==> config.mk <==
export PLATFORM = sky130hd
export DESIGN_NAME = serial_char_rx_ctrl
export DESIGN_NICKNAME = d
export VERILOG_FILES = /design/src/rtl/serial_char_pkg.sv /design/src/rtl/char_fifo_fwft.sv /design/src/rtl/serial_char_rx_ctrl.sv
export SDC_FILE = /design/constraint.sdc
export NUM_CORES = 1
export LEC_CHECK = 0
export BUFFER_PORTS_ARGS = -buffer_cell sky130_fd_sc_hd__buf_2
export CORE_ASPECT_RATIO = 0.8
export CORE_MARGIN = 1.5
export CORE_UTILIZATION = 50
export CTS_BUF_LIST = sky130_fd_sc_hd__clkbuf_4 sky130_fd_sc_hd__clkbuf_8
export CTS_CLUSTER_SIZE = 28
export DETAILED_ROUTE_END_ITERATION = 8
export GPL_ROUTABILITY_DRIVEN = 0
export GPL_TIMING_DRIVEN = 0
export PLACE_DENSITY = 0.69
export SYNTH_ARGS = -nofsm -noshare
export SYNTH_HDL_FRONTEND = slang
export SYNTH_SLANG_ARGS = --single-unit
==> constraint.sdc <==
create_clock -name clk -period 3.9 [get_ports clk]
set_input_delay 0.39 -clock clk [delete_from_list [all_inputs] [get_ports clk]]
set_output_delay 0.39 -clock clk [all_outputs]
set_load 0.02 [all_outputs]
==> src/rtl/serial_char_pkg.sv <==
// Shared types and helpers for the framed 7-bit serial character receiver.
package serial_char_pkg;

    localparam int CHAR_W = 7;

    typedef enum logic [2:0] {
        IDLE,
        DATA,
        PARITY,
        STOP,
        BREAK
    } rx_state_e;

    // Even parity of a character: 1 when it holds an odd number of ones.
    function automatic logic parity_of(input logic [CHAR_W-1:0] d);
        return ^d;
    endfunction

endpackage

==> src/rtl/char_fifo_fwft.sv <==
// First-word-fall-through FIFO: dout always shows the head entry; count is exact 0..DEPTH.
module char_fifo_fwft #(
    parameter int WIDTH = 7,
    parameter int DEPTH = 4,
    localparam int AW   = $clog2(DEPTH),
    localparam int CW   = AW + 1
) (
    input  logic             clk,
    input  logic             rst,
    input  logic             push,
    input  logic [WIDTH-1:0] din,
    input  logic             pop,
    output logic [WIDTH-1:0] dout,
    output logic             full,
    output logic             empty,
    output logic [CW-1:0]    count
);

    logic [WIDTH-1:0] mem_q [DEPTH];
    logic [WIDTH-1:0] mem_d [DEPTH];
    logic [AW-1:0]    wr_ptr_q, wr_ptr_d;
    logic [AW-1:0]    rd_ptr_q, rd_ptr_d;
    logic [CW-1:0]    count_q, count_d;
    logic             push_ok, pop_ok;

    assign full  = (count_q == CW'(DEPTH));
    assign empty = (count_q == '0);
    assign count = count_q;
    assign dout  = mem_q[rd_ptr_q];

    // A push into a full FIFO is still taken when the head leaves on the same edge.
    assign pop_ok  = pop && !empty;
    assign push_ok = push && (!full || pop_ok);

    always_comb begin
        mem_d    = mem_q;
        wr_ptr_d = wr_ptr_q;
        rd_ptr_d = rd_ptr_q;
        count_d  = count_q;
        if (push_ok) begin
            mem_d[wr_ptr_q] = din;
            wr_ptr_d        = wr_ptr_q + 1'b1;
        end
        if (pop_ok) begin
            rd_ptr_d = rd_ptr_q + 1'b1;
        end
        case ({push_ok, pop_ok})
            2'b10:   count_d = count_q + 1'b1;
            2'b01:   count_d = count_q - 1'b1;
            default: count_d = count_q;
        endcase
    end

    always_ff @(posedge clk) begin
        if (rst) begin
            for (int i = 0; i < DEPTH; i++) mem_q[i] <= '0;
            wr_ptr_q <= '0;
            rd_ptr_q <= '0;
            count_q  <= '0;
        end else begin
            mem_q    <= mem_d;
            wr_ptr_q <= wr_ptr_d;
            rd_ptr_q <= rd_ptr_d;
            count_q  <= count_d;
        end
    end

endmodule

==> src/rtl/serial_char_rx_ctrl.sv <==
// Framed serial character receiver: start detect, MSB-first data, optional parity, stop check, FWFT output.
//
// state  | meaning
// IDLE   | line idle, waiting for a strobe sampling a 0 start bit
// DATA   | shifting in DATA_W data bits, MSB first
// PARITY | sampling parity bit, latching any mismatch
// STOP   | sampling stop bit; push, parity error, or framing error
// BREAK  | line held low after a framing error; wait for a 1 before re-arming
module serial_char_rx_ctrl
    import serial_char_pkg::*;
#(
    parameter int DATA_W     = CHAR_W,
    parameter int FIFO_DEPTH = 4,
    parameter int PARITY_EN  = 1,
    parameter int PARITY_ODD = 0,
    localparam int CNT_W     = $clog2(DATA_W + 1),
    localparam int FCW       = $clog2(FIFO_DEPTH) + 1
) (
    input  logic              clk,
    input  logic              rst,
    input  logic              bit_en,
    input  logic              in,
    output logic [DATA_W-1:0] out,
    output logic              on,
    input  logic              out_ready,
    output logic              busy,
    output logic              frame_err,
    output logic              parity_err,
    output logic              overflow,
    output logic [FCW-1:0]    fifo_count
);

    rx_state_e         state_q, state_d;
    logic [CNT_W-1:0]  bit_cnt_q, bit_cnt_d;
    logic [DATA_W-1:0] shift_q, shift_d;
    logic              par_bad_q, par_bad_d;
    logic              frame_err_q, frame_err_d;
    logic              parity_err_q, parity_err_d;
    logic              overflow_q, overflow_d;
    logic              push;
    logic              fifo_pop, fifo_full, fifo_empty;

    assign on         = !fifo_empty;
    assign fifo_pop   = on && out_ready;
    assign busy       = (state_q != IDLE);
    assign frame_err  = frame_err_q;
    assign parity_err = parity_err_q;
    assign overflow   = overflow_q;

    always_comb begin
        state_d      = state_q;
        bit_cnt_d    = bit_cnt_q;
        shift_d      = shift_q;
        par_bad_d    = par_bad_q;
        frame_err_d  = 1'b0;
        parity_err_d = 1'b0;
        push         = 1'b0;
        if (bit_en) begin
            case (state_q)
                IDLE: begin
                    if (!in) begin
                        bit_cnt_d = '0;
                        par_bad_d = 1'b0;
                        state_d   = DATA;
                    end
                end
                DATA: begin
                    shift_d   = {shift_q[DATA_W-2:0], in};
                    bit_cnt_d = bit_cnt_q + 1'b1;
                    if (bit_cnt_q == CNT_W'(DATA_W - 1)) begin
                        state_d = (PARITY_EN != 0) ? PARITY : STOP;
                    end
                end
                PARITY: begin
                    par_bad_d = ((parity_of(shift_q) ^ in) != (PARITY_ODD != 0));
                    state_d   = STOP;
                end
                STOP: begin
                    if (in) begin
                        if (par_bad_q) parity_err_d = 1'b1;
                        else           push         = 1'b1;
                        state_d = IDLE;
                    end else begin
                        frame_err_d = 1'b1;
                        state_d     = BREAK;
                    end
                end
                BREAK: begin
                    if (in) state_d = IDLE;
                end
                default: state_d = IDLE;
            endcase
        end
        overflow_d = push && fifo_full && !fifo_pop;
    end

    always_ff @(posedge clk) begin
        if (rst) begin
            state_q      <= IDLE;
            bit_cnt_q    <= '0;
            shift_q      <= '0;
            par_bad_q    <= 1'b0;
            frame_err_q  <= 1'b0;
            parity_err_q <= 1'b0;
            overflow_q   <= 1'b0;
        end else begin
            state_q      <= state_d;
            bit_cnt_q    <= bit_cnt_d;
            shift_q      <= shift_d;
            par_bad_q    <= par_bad_d;
            frame_err_q  <= frame_err_d;
            parity_err_q <= parity_err_d;
            overflow_q   <= overflow_d;
        end
    end

    char_fifo_fwft #(
        .WIDTH (DATA_W),
        .DEPTH (FIFO_DEPTH)
    ) u_fifo (
        .clk   (clk),
        .rst   (rst),
        .push  (push),
        .din   (shift_q),
        .pop   (fifo_pop),
        .dout  (out),
        .full  (fifo_full),
        .empty (fifo_empty),
        .count (fifo_count)
    );

endmodule

### Word-level counts from Yosys, hierarchy flattened

Index checks and enable logic that the tools add are counted.

| operators by class | value |
|---|---|
| eq/ne operators | 11 |
| reductions and logical operators | 23 |
| add/subtract/negate cells | 5 |
| mux-type cells | 22 |
| bitwise gates (word level) | 6 |
| magnitude comparators | 3 |

Operator list:

| kind | number |
|---|---|
| bitwise mux 28 bit | 1 |
| 2-to-1 mux 7 bit | 3 |
| 2-to-1 mux 3 bit | 5 |
| case mux 3 bit (5 select lines) | 1 |
| binary-select mux 7 bit (select 2 bit) | 1 |
| demux 7 bit (select 2 bit) | 1 |
| case mux 3 bit (2 select lines) | 2 |
| == test 3 bit (second input constant) | 3 |
| 2-to-1 mux 1 bit | 7 |
| parity 7 bit | 1 |
| adder 3 x 1 -> 3 bit (second input constant) | 2 |
| == test 3 x 2 -> 1 bit (second input constant) | 2 |
| >= comparator 3 bit (second input constant) | 2 |
| logical AND 1 bit | 6 |
| zero test 3 bit | 2 |
| inequality test 2 bit (second input constant) | 3 |
| NOT 2 -> 3 bit | 2 |
| AND reduction 3 bit | 2 |
| nonzero test 2 bit | 3 |
| adder 2 x 1 -> 2 bit (second input constant) | 2 |
| AND reduction 4 bit | 1 |
| OR reduction 4 bit | 1 |
| == test 3 x 1 -> 1 bit (second input constant) | 1 |
| zero test 1 bit | 3 |
| 11 further kinds | 13 |

| word-level totals | value |
|---|---|
| flip-flop bits (word level) | 52 |
| word-level logic and storage cells | 84 |
| output and inout port bits | 15 |
| bits of input ports | 5 |

### Longest topological paths before layout

Gate-level depths: netlist of the first run.

| depth | value |
|---|---|
| depth after elaboration | 8 |
| gate-level depth with buffers | 9 |
| gate-level depth less buffers | 7 |

### Cells and area by module

Synthesis of the first run repeated with hierarchy kept, for this count alone.

| second synthesis, totals | value |
|---|---|
| cells, all modules | 247 |
| area, all modules | 2546.2 µm² |

Modules (own cells, without submodules):

| module | sequential area each (µm²) | cells each | area an instance (µm²) | times used |
|---|---|---|---|---|
| char_fifo_fwft | 700.7 | 158 | 1716.6 | 1 |
| serial_char_rx_ctrl | 340.3 | 89 | 829.5 | 1 |

### Worst setup path before layout of the first run

OpenSTA, ideal clock, no wires.

| path | value |
|---|---|
| path kind | input-to-reg |
| from | in in |
| to | reg u_fifo.count_q[2] (netlist: u_fifo.count[2]) |
| cell stages on the path | 9 |
| setup time | 0.123 ns |
| data required time | 3.777 ns |
| arrival time | 2.262 ns |
| slack | 1.515 ns |
| buffers on the path | 2 |
| cell sequence | clkbuf_1 > and3b_1 > clkbuf_1 > a21o_1 > inv_1 > fa_1 > a211oi_1 > a31oi_1 > mux2_1 |

| between the ends | value |
|---|---|
| longest elaborated chain between the ends | 6 |
| elaborated cells between the ends (all ways) | 8 |
| classes of those cells | eq/ne (2); mux (4); reduce/logical (2) |

Ends and longest elaborated chain:

| what | RTL line | text |
|---|---|---|
| start: declaration | serial_char_rx_ctrl.sv:22 | `input logic in,` |
| 2-to-1 mux 1 bit (*) | serial_char_rx_ctrl.sv:79 | `if (in) begin` |
| 2-to-1 mux 1 bit (*) | serial_char_rx_ctrl.sv:59 | `case (state_q)` |
| 2-to-1 mux 1 bit (*) | serial_char_rx_ctrl.sv:58 | `if (bit_en) begin` |
| logical AND 1 bit (*) | char_fifo_fwft.sv:33 | `assign push_ok = push && (!full \|\| pop_ok);` |
| == test 2 x 1 -> 1 bit / == test 2 bit (equally long branches) | char_fifo_fwft.sv:47 | `case ({push_ok, pop_ok})` |
| case mux 3 bit (2 select lines) / nonzero test 2 bit (equally long branches) | n/a |  |
| end signal: assignment | char_fifo_fwft.sv:64 | `count_q <= count_d;` |
| end: declaration | char_fifo_fwft.sv:23 | `logic [CW-1:0] count_q, count_d;` |

Mark *: on every way between the ends. The rest lies on a longest branch, timed or not.
A chain may end at the register's enable or synchronous reset.

### Final worst setup path of the first run

| path | value |
|---|---|
| from | reg state_q[1] |
| to | reg u_fifo.count_q[2] (netlist: u_fifo.count[2]) |

| between the ends | value |
|---|---|
| longest elaborated chain between the ends | 6 |
| elaborated cells between the ends (all ways) | 8 |
| classes of those cells | eq/ne (3); mux (3); reduce/logical (2) |

Ends and longest elaborated chain:

| what | RTL line | text |
|---|---|---|
| start: declaration | serial_char_rx_ctrl.sv:33 | `rx_state_e state_q, state_d;` |
| start signal: assignment | serial_char_rx_ctrl.sv:107 | `state_q <= state_d;` |
| == test 3 x 2 -> 1 bit (*) | serial_char_rx_ctrl.sv:59 |  |
| 2-to-1 mux 1 bit (*) | serial_char_rx_ctrl.sv:59 |  |
| 2-to-1 mux 1 bit (*) | serial_char_rx_ctrl.sv:58 |  |
| logical AND 1 bit (*) | char_fifo_fwft.sv:33 |  |
| == test 2 x 1 -> 1 bit / == test 2 bit (equally long branches) | char_fifo_fwft.sv:47 |  |
| case mux 3 bit (2 select lines) / nonzero test 2 bit (equally long branches) | n/a |  |

Marked as above.

==> results of run 1 <==
synthesized netlist by cell type (2+ instances only):
library cell,number
dfxtp_1,52
o31ai_1,3
xnor2_1,8
nand2b_1,2
nand3_1,30
a21oi_1,39
ha_1,6
nand2_1,47
clkbuf_1,25
a31oi_1,2
buf_2,7
a211oi_1,3
o21ai_0,2
nand4_1,5
xor2_1,3
nor4_1,2
mux4_2,7
nor2_1,12
and3b_1,2
nor3_1,6
inv_1,7
per-stage QoR:
step	setup slack, ns	instances
final	1.25	372
after global routing	1.00	372
after CTS	1.27	372
after detailed placement	1.23	365
after global placement	1.24	365
after floorplan	1.51	289
state kept, by name (all words and copies together) (netlist names), 2 cells and up:
register	count
bit_cnt_q	3
shift_q	7
state_q	3
u_fifo.count	3
u_fifo.mem_q	28
u_fifo.rd_ptr_q	2
u_fifo.wr_ptr_q	2
kinds of logic (layout without fill, tap and decap cells):
family | Yosys count | count (layout) | synth area share
simple gates | 114 | 114 | 0.221
compound gates | 56 | 56 | 0.132
flops | 52 | 52 | 0.426
buf+inv | 39 | 62 | 0.0636
xor+xnor | 11 | 11 | 0.0395
mux | 10 | 10 | 0.0779
fa+ha+maj | 7 | 7 | 0.0390
power breakdown:
part	switching [mW]	internal [mW]	total, mW	leakage (nW)
registers	0.00489	0.535	0.540	0.419
logic	0.0490	0.0246	0.0735	0.489
clock network	0.179	0.122	0.301	0.0400
total	0.232	0.682	0.915	0.948
worst max-delay path, stage by stage, from the launching register on:
cell	delay (ns)
dfxtp_1	0.32
clkbuf_1	0.32
and3b_1	0.24
clkbuf_1	0.35
a21o_1	0.21
inv_1	0.08
fa_1	0.38
a211oi_1	0.23
a31oi_1	0.09
mux2_1	0.33
layout make-up:
| class | instances | area (µm²) | share of cell area |
|---|---|---|---|
| timing repair buffer | 16 | 80.1 | 0.0299 |
| inverter | 7 | 26.3 | 0.00981 |
| buffer | 32 | 129 | 0.0481 |
| sequential | 52 | 1040 | 0.389 |
| multi-input combinational | 198 | 1240 | 0.465 |
| clock inverter | 2 | 12.5 | 0.00467 |
| clock buffer | 5 | 68.8 | 0.0257 |
| tap | 60 | 75.1 | 0.0280 |
metal layers:
layer  routed length, µm  vias to the layer above  GRT usage
li1                    -                     1036          -
met1                2820                     1003      0.343
met2                2700                       55      0.384
met3                 267                        5     0.0458
met4                  38                        0     0.0474
met5                   0                        -          0
final timing paths:
path / endpoint / slack, ns / from
setup / recovery: u_fifo.count[2] / 1.25 / state_q[1]
hold / removal: bit_cnt_q[2] / 0.41 / bit_en
setup reg to reg: u_fifo.count[2] / 1.25 / state_q[1]
hold reg to reg: u_fifo.mem_q[15] / 0.46 / u_fifo.mem_q[15]
==> reports/summary.md, run 1 <==
The flow ran to the end, and the final reports show no timing, DRC or antenna violations. Once detail routing completed, the nets flagged for antenna violations numbered 0. At the pin with the least slew margin, the transition time is 0.735 ns. The H-tree was split into 2 levels.

The critical path in this run is classified as reg -> reg. The tree is rooted in a clkbuf_8. The worst hold path class is in -> reg. STA classifies the critical path startpoint as a register. The run gives 4650 µm² as the core outline area. Entering global routing, the biggest net connects 16 pins.

The number of hold violations in the final report was 0; the number of enable flip-flop cells after synthesis was 0. The proportion of netlist area held by the largest area contributor came out at 0.426. The logs give 0 for the number of antenna violations at the first check in global routing and 175 for the violation count after the first detailed-route iteration.

The number of global-route vias before repair was 2014; the total DRC errors in the routed layout was 0. For this design, the CTS-stage hold fixing added 0 buffers. The worst hold path depth is 2. The critical path required time was 4.09 ns.

The max-slew headroom at the worst pin was 0.510; the signal arrival time at the worst endpoint was 2.84 ns. Between clock sinks in the finished design, the worst skew comes to 0.00920 ns. The number of nets produced by synthesis was 301.

The portion of the clock cycle consumed by the worst path in the final layout was 0.680. The fraction of layout cells with a size suffix above 1 came out at 0.128. Synthesis inferred 52 register bits. The logs give 0 for the final-report max-slew violation count and 0.525 for the starting density of the core. The die span in x is 81.1 µm. The most area-hungry cell type in the Yosys netlist was dfxtp_1. The count of different cell masters after synthesis came out at 40. Of all nets on the critical path, the largest fanout is 10. For the sequential fraction of the synthesis area, the log shows 0.426. The share of flip-flops with an asynchronous set or reset was 0; the overall track demand over capacity in global routing was 0.242. The clock passes through at most 2 buffers. Clock latency on the worst-skew pair, taken at its later pin, is 0.30 ns. In the final routed layout, each cell accounts on average for 15.7 µm. Input and output buffers added on the ports amount to 16. The core utilization of the finished layout was 0.576; the number of rows created at floorplan was 22. Setup violations remaining at the end of the flow were counted as 0. The number of warnings reported in the yosys synthesis log is 0, and the iteration count of the initial detailed-routing pass is 4.

The area of all placed cells without fillers came out at 2680 µm². Summing internal, switching and leakage power gives 0.915 mW. The leakage power of the design is 0.948 nW, and the total power divided by cell area is 342 nW/µm². Clock-pin slew was measured on the worst setup and hold paths at 0.09 ns.

The tree built by TritonCTS fans out to 52 sinks. Leaving out fill and tap cells, the most frequent cell in the layout is dfxtp_1. Setup repair after global routing left no endpoint under its margin. The first global-routing pass estimated 9750 µm of wire.

The placed instances occupy a cell area of 2600 µm². The gate count after technology mapping was 289. The tools report the final hold slack as 0.410 ns. Setup total negative slack on the finished layout was measured at 0 ns.

Averaged over all synthesized cells, the footprint is 8.45 µm². The post-synthesis to final-layout area growth came out at 9.69%. The final layout contains routed wiring with a total length of 5830 µm. TritonCTS built the clock tree. In the layout the commonest cells are dfxtp_1, nand2_1, a21oi_1, nand3_1, clkbuf_1. STA classifies the critical path endpoint as a register. Gates resized during post-CTS repair numbered 0. The setup fix buffers added after clock tree synthesis was 0; the total CTS buffers was 5.

For this run, the leading register cell type out of synthesis is dfxtp_1. For this design the top-level I/O count stands at 20. By area the synthesized netlist is led by dfxtp_1, a21oi_1, nand2_1. Detailed placement finished with a half-perimeter wire length of 4000 µm. The floorplan step defined a die boundary enclosing 5310 µm². The repair_antennas step left the layout with diodes totalling 0. The die extent in y works out to 65.5 µm. The ratio of routed vias to standard cells was 5.64. The detailed router placed 2099 vias in this run. The run gives 377 MHz as the maximum operating frequency. IR analysis of the VDD net gives a maximum drop of 0.212 mV. The total of fill cells in the finished design is 460. For this run, the post-layout net count is 324. The routed design could run at a clock period as short as 2.65 ns. The number of cells on the worst reg-to-reg path is 9. The mapped netlist covers 2440 µm². For this run the aggregate overflow at the end of global routing stands at 0.

The run gives 0 as the number of maximum-capacitance constraint violations.
No activity file was read; power rests on OpenSTA's default activity.
==> run 2, diff against run 1 <==
- ABC_AREA: default -> 1
- PLACE_DENSITY: 0.69 -> 0.71
- clock period: 3.9 -> 2.2 ns (I/O delays scaled with it)
==> run 2 against run 1 <==
Compared with the run above: combinational power rose to 9.8 times the previous value; die area increased by 1.2%; sequential share of layout area fell by 0.61 points; sequential power increased by 96%; register-to-register slack got worse by 0.72 ns; global-route usage grew 0.71 points; final area is 1.6% higher; hold slack worse by 0.21 ns; critical path depth shrank 5; total power rose to 2.6 times the previous value; routed wire length is 1.9% higher; clock-buffer cell count is 2 higher; critical endpoint is now out[4]; largest cell class unchanged; largest power group unchanged.
==> reports/summary.md, run 2 <==
The run gives 5 (unchanged) as the total CTS buffers. The run gives 1.72 ns (-1.12 ns) as the signal arrival time at the worst endpoint. TritonCTS built the clock tree. The logs give 251 (+43%) for the violation count after the first detailed-route iteration and 0 (unchanged) for the final-report max-slew violation count. The instance count after placement with tap cells included was 430 (+18%). The die span in x works out to 81.6 µm (+0.59%). The logic depth of the worst register-to-register path is 8 (-1), and the routed length per instance is 13.6 µm (-13%). The number of hold violations in the final report is 0 (unchanged), and the maximum operating frequency is 516 MHz. The largest registers in the layout are u_fifo.mem_q (28), shift_q (7). The residual antenna-violating net count after detailed routing is 0 (unchanged). The delay of the slowest cell on the worst path is 0.46 ns (+0.08 ns). For the critical path required time, the log shows 1.98 ns (-2.11 ns). The via total after detailed routing was 2322 (+11%); the portion of the clock cycle consumed by the worst path in the final layout was 0.881. The critical path in this run is classified as reg -> out. The flow ran to the end, and the final reports show no timing, DRC or antenna violations.

Leaving out fill and tap cells, the most frequent cell in the layout is nand2_1. The die extent in y is 65.9 µm (+0.59%). The count of different cell masters after synthesis is 26 (-35%). The largest register by flop count is u_fifo.mem_q. The final setup skew is 0.00628 ns (-0.00292 ns), and the area of the mapped netlist is 2470 µm² (+1.2%). The run gives 0.648 (+0.138) as the max-slew headroom at the worst pin.

The minimum setup slack in the final design is 0.261 ns (-0.987 ns), and the post-synthesis to final-layout area growth is 10.1%. The pin slew with the least headroom to its limit was 0.527 ns (-0.208 ns). For the final-stage net count, the log shows 388 (+20%). Final setup TNS: 0 ns (unchanged). The total half-perimeter wirelength after legalization and detailed placement was 4190 µm (+4.7%).

After synthesis, the most frequently instantiated cells are nand2_1, dfxtp_1, a21oi_1. Number of rows created at floorplan: 22 (unchanged). The tools report the startpoint of the worst hold path as in. The number of maximum-capacitance constraint violations was 0 (unchanged).

Setup repair after global routing left no endpoint under its margin. The deepest level of the CTS H-tree was 2 (unchanged). The post-synthesis register bit count is 52 (unchanged), and the number of non-filler instances in the completed layout is 437 (+17%). On the critical path, the stage with the largest delay is an instance of dfxtp_1. The area of the die was 5380 µm² (+1.2%); the worst setup slack after placement was 0.486 ns (-0.746 ns).

The leakage power of the design is 1.10 nW (+16%). The logs give 0.528 (+0.00333) for the starting density of the core and 0 (unchanged) for the total DRC errors in the routed layout. Gate count after technology mapping: 354 (+22%). STA classifies the critical path startpoint as a register. In this run the critical register-to-register path is launched from state_q[1]. The number of hold buffers added after cts came out at 0 (unchanged). The tools report the cell at the root of the clock tree as clkbuf_8. For the number of antenna cells inserted, the log shows 0 (unchanged). The tools report the number of warnings reported in the yosys synthesis log as 0 (unchanged).

In the layout the commonest cells are nand2_1, dfxtp_1, a21oi_1, nand3_1, inv_1. The tools report the clock sink total as 52 (unchanged). The core outline area was 4680 µm² (+0.59%); the global-route wire length before repair was 9960 µm (+2.2%).

The worst hold path depth works out to 2 (unchanged). Tracing the worst setup path back leads to its startpoint at u_fifo.rd_ptr_q[0]. By area the synthesized netlist is led by dfxtp_1, nand2_1, a21oi_1.

nand2_1 is the most common cell in the netlist. Count of port buffers added during placement: 16 (unchanged). The most used flip-flop cell after synthesis is dfxtp_1.

The fraction of layout cells with a size suffix above 1 came out at 0.103 (-0.0248). Kind of end point of the critical path: a primary output. Iteration count of the initial detailed-routing pass: 5 (+1). The total wire length after detailed routing was 5940 µm (+1.9%); the sequential fraction of the synthesis area was 0.421 (-0.00518).

The global-route congestion overflow total was 0 (unchanged). The maximum number of pins on one net before global-route repair came out at 16 (unchanged). For the finished layout, the period the worst path requires is 1.94 ns. The ratio of routed vias to standard cells is 5.31 (-5.8%). The run gives 0.31 ns (about the same) as the insertion delay to the later sink of the worst-skew pair. The critical path goes through clkbuf_1 -> o21ai_0 -> o22ai_1 -> buf_2. The overall track demand over capacity in global routing is 0.249 (+0.00711), and the share of flip-flops with an asynchronous set or reset is 0 (unchanged). The number of flip-flops in the largest register came out at 28 (unchanged). The most area-hungry cell type in the Yosys netlist was dfxtp_1. Number of antenna violations at the first check in global routing: 0 (unchanged).

The total setup violations reported at the end of the flow came out at 0 (unchanged). The number of global-route vias before repair is 2029 (+0.74%), and the boundary pin count is 20 (unchanged). The number of enable flip-flop cells after synthesis was 0 (unchanged). The number of nets produced by synthesis was 366 (+22%); the synthesized area per cell was 6.98 µm² (-17%). The clock edge transition at the registers on the reported setup and hold paths works out to 0.09 ns (about the same). The proportion of netlist area held by the largest area contributor was 0.421 (-0.00518). The worst-case vdd ir drop was 0.519 mV (+150%); the largest buffer count on any clock path was 2 (unchanged). Total power divided by cell area: 873 nW/µm² (+160%). The min-delay analysis places its worst path in the category in -> reg. The peak fanout along the critical path was 10 (unchanged).
[run 2: cell types whose count changed in the layout (fill, tap and decap cells not counted), moves of 7 or more]
cell	delta
mux4_2	-7
o21ai_0	+26
xnor2_1	-8
nand2_1	+28
clkbuf_1	-11
a21oi_1	+8
o22ai_1	+7
nand3_1	+7
inv_1	+24
nor2_1	+18
[run 2: logic make-up (layout without fill, tap and decap cells)]
kind of cell,Yosys count,in the layout,share of synthesized area
fa+ha+maj,7,7,0.0385
simple gates,155,155,0.271
compound gates,83,83,0.173
xor+xnor,1,1,0.00354
buf+inv,56,79,0.0932
flops,52,52,0.421
[run 2: final cells by class]
| type | count | area (µm²) |
|---|---|---|
| clock buffers | 7 | 90.1 |
| flip-flops and latches | 52 | 1040 |
| plain buffers | 21 | 98.8 |
| multi-input cells | 246 | 1200 |
| clock inverters | 1 | 7.51 |
| well taps | 60 | 75.1 |
| inverters | 34 | 128 |
| repair buffers | 16 | 80.1 |
| fillers | 448 | 1960 |
[run 2: per-layer routing]
layer | share of wire | vias to the layer above | global-route usage
met5 | 0 | - | 0
met4 | 0.015 | 0 | 0.0911
met3 | 0.056 | 9 | 0.0414
met2 | 0.42 | 72 | 0.349
met1 | 0.51 | 1045 | 0.377
li1 | - | 1196 | -
[run 2: critical path: cells and delay by family, from the launching register on]
family / cells / cell delay, ns
compound gates: 2 / 0.32
buf+inv: 2 / 0.63
flops: 1 / 0.46
[run 2: what timing repair did]
item                       4_1_cts  5_1_grt
setup endpoints to repair        0        2
buffers inserted                 0        0
gates resized for setup          0        0
[run 2: report_power, final]
group	internal, mW	total [mW]	switching [mW]
Combinational	0.224	0.721	0.496
Clock	0.269	0.597	0.328
Sequential	0.996	1.06	0.0621
[run 2: path summary, 6_finish.rpt]
check	end	slack [ns]
worst max-delay path	out[4]	0.26
worst min-delay path	frame_err	0.20
worst max register to register	u_fifo.count[2]	0.53
worst min register to register	u_fifo.mem_q[13]	0.46
[run 2: stage by stage]
stage / util / power [mW] / area [µm²] / hold WS, ns
floorplan: - / 1.59 / 2470 / 0.436
global placement: 0.561 / 1.80 / 2630 / 0.446
finish: 0.581 / 2.38 / 2720 / 0.196
detailed placement: 0.561 / 1.81 / 2630 / 0.453
CTS: 0.582 / 2.38 / 2720 / 0.197
global route: 0.581 / 2.52 / 2720 / 0.207
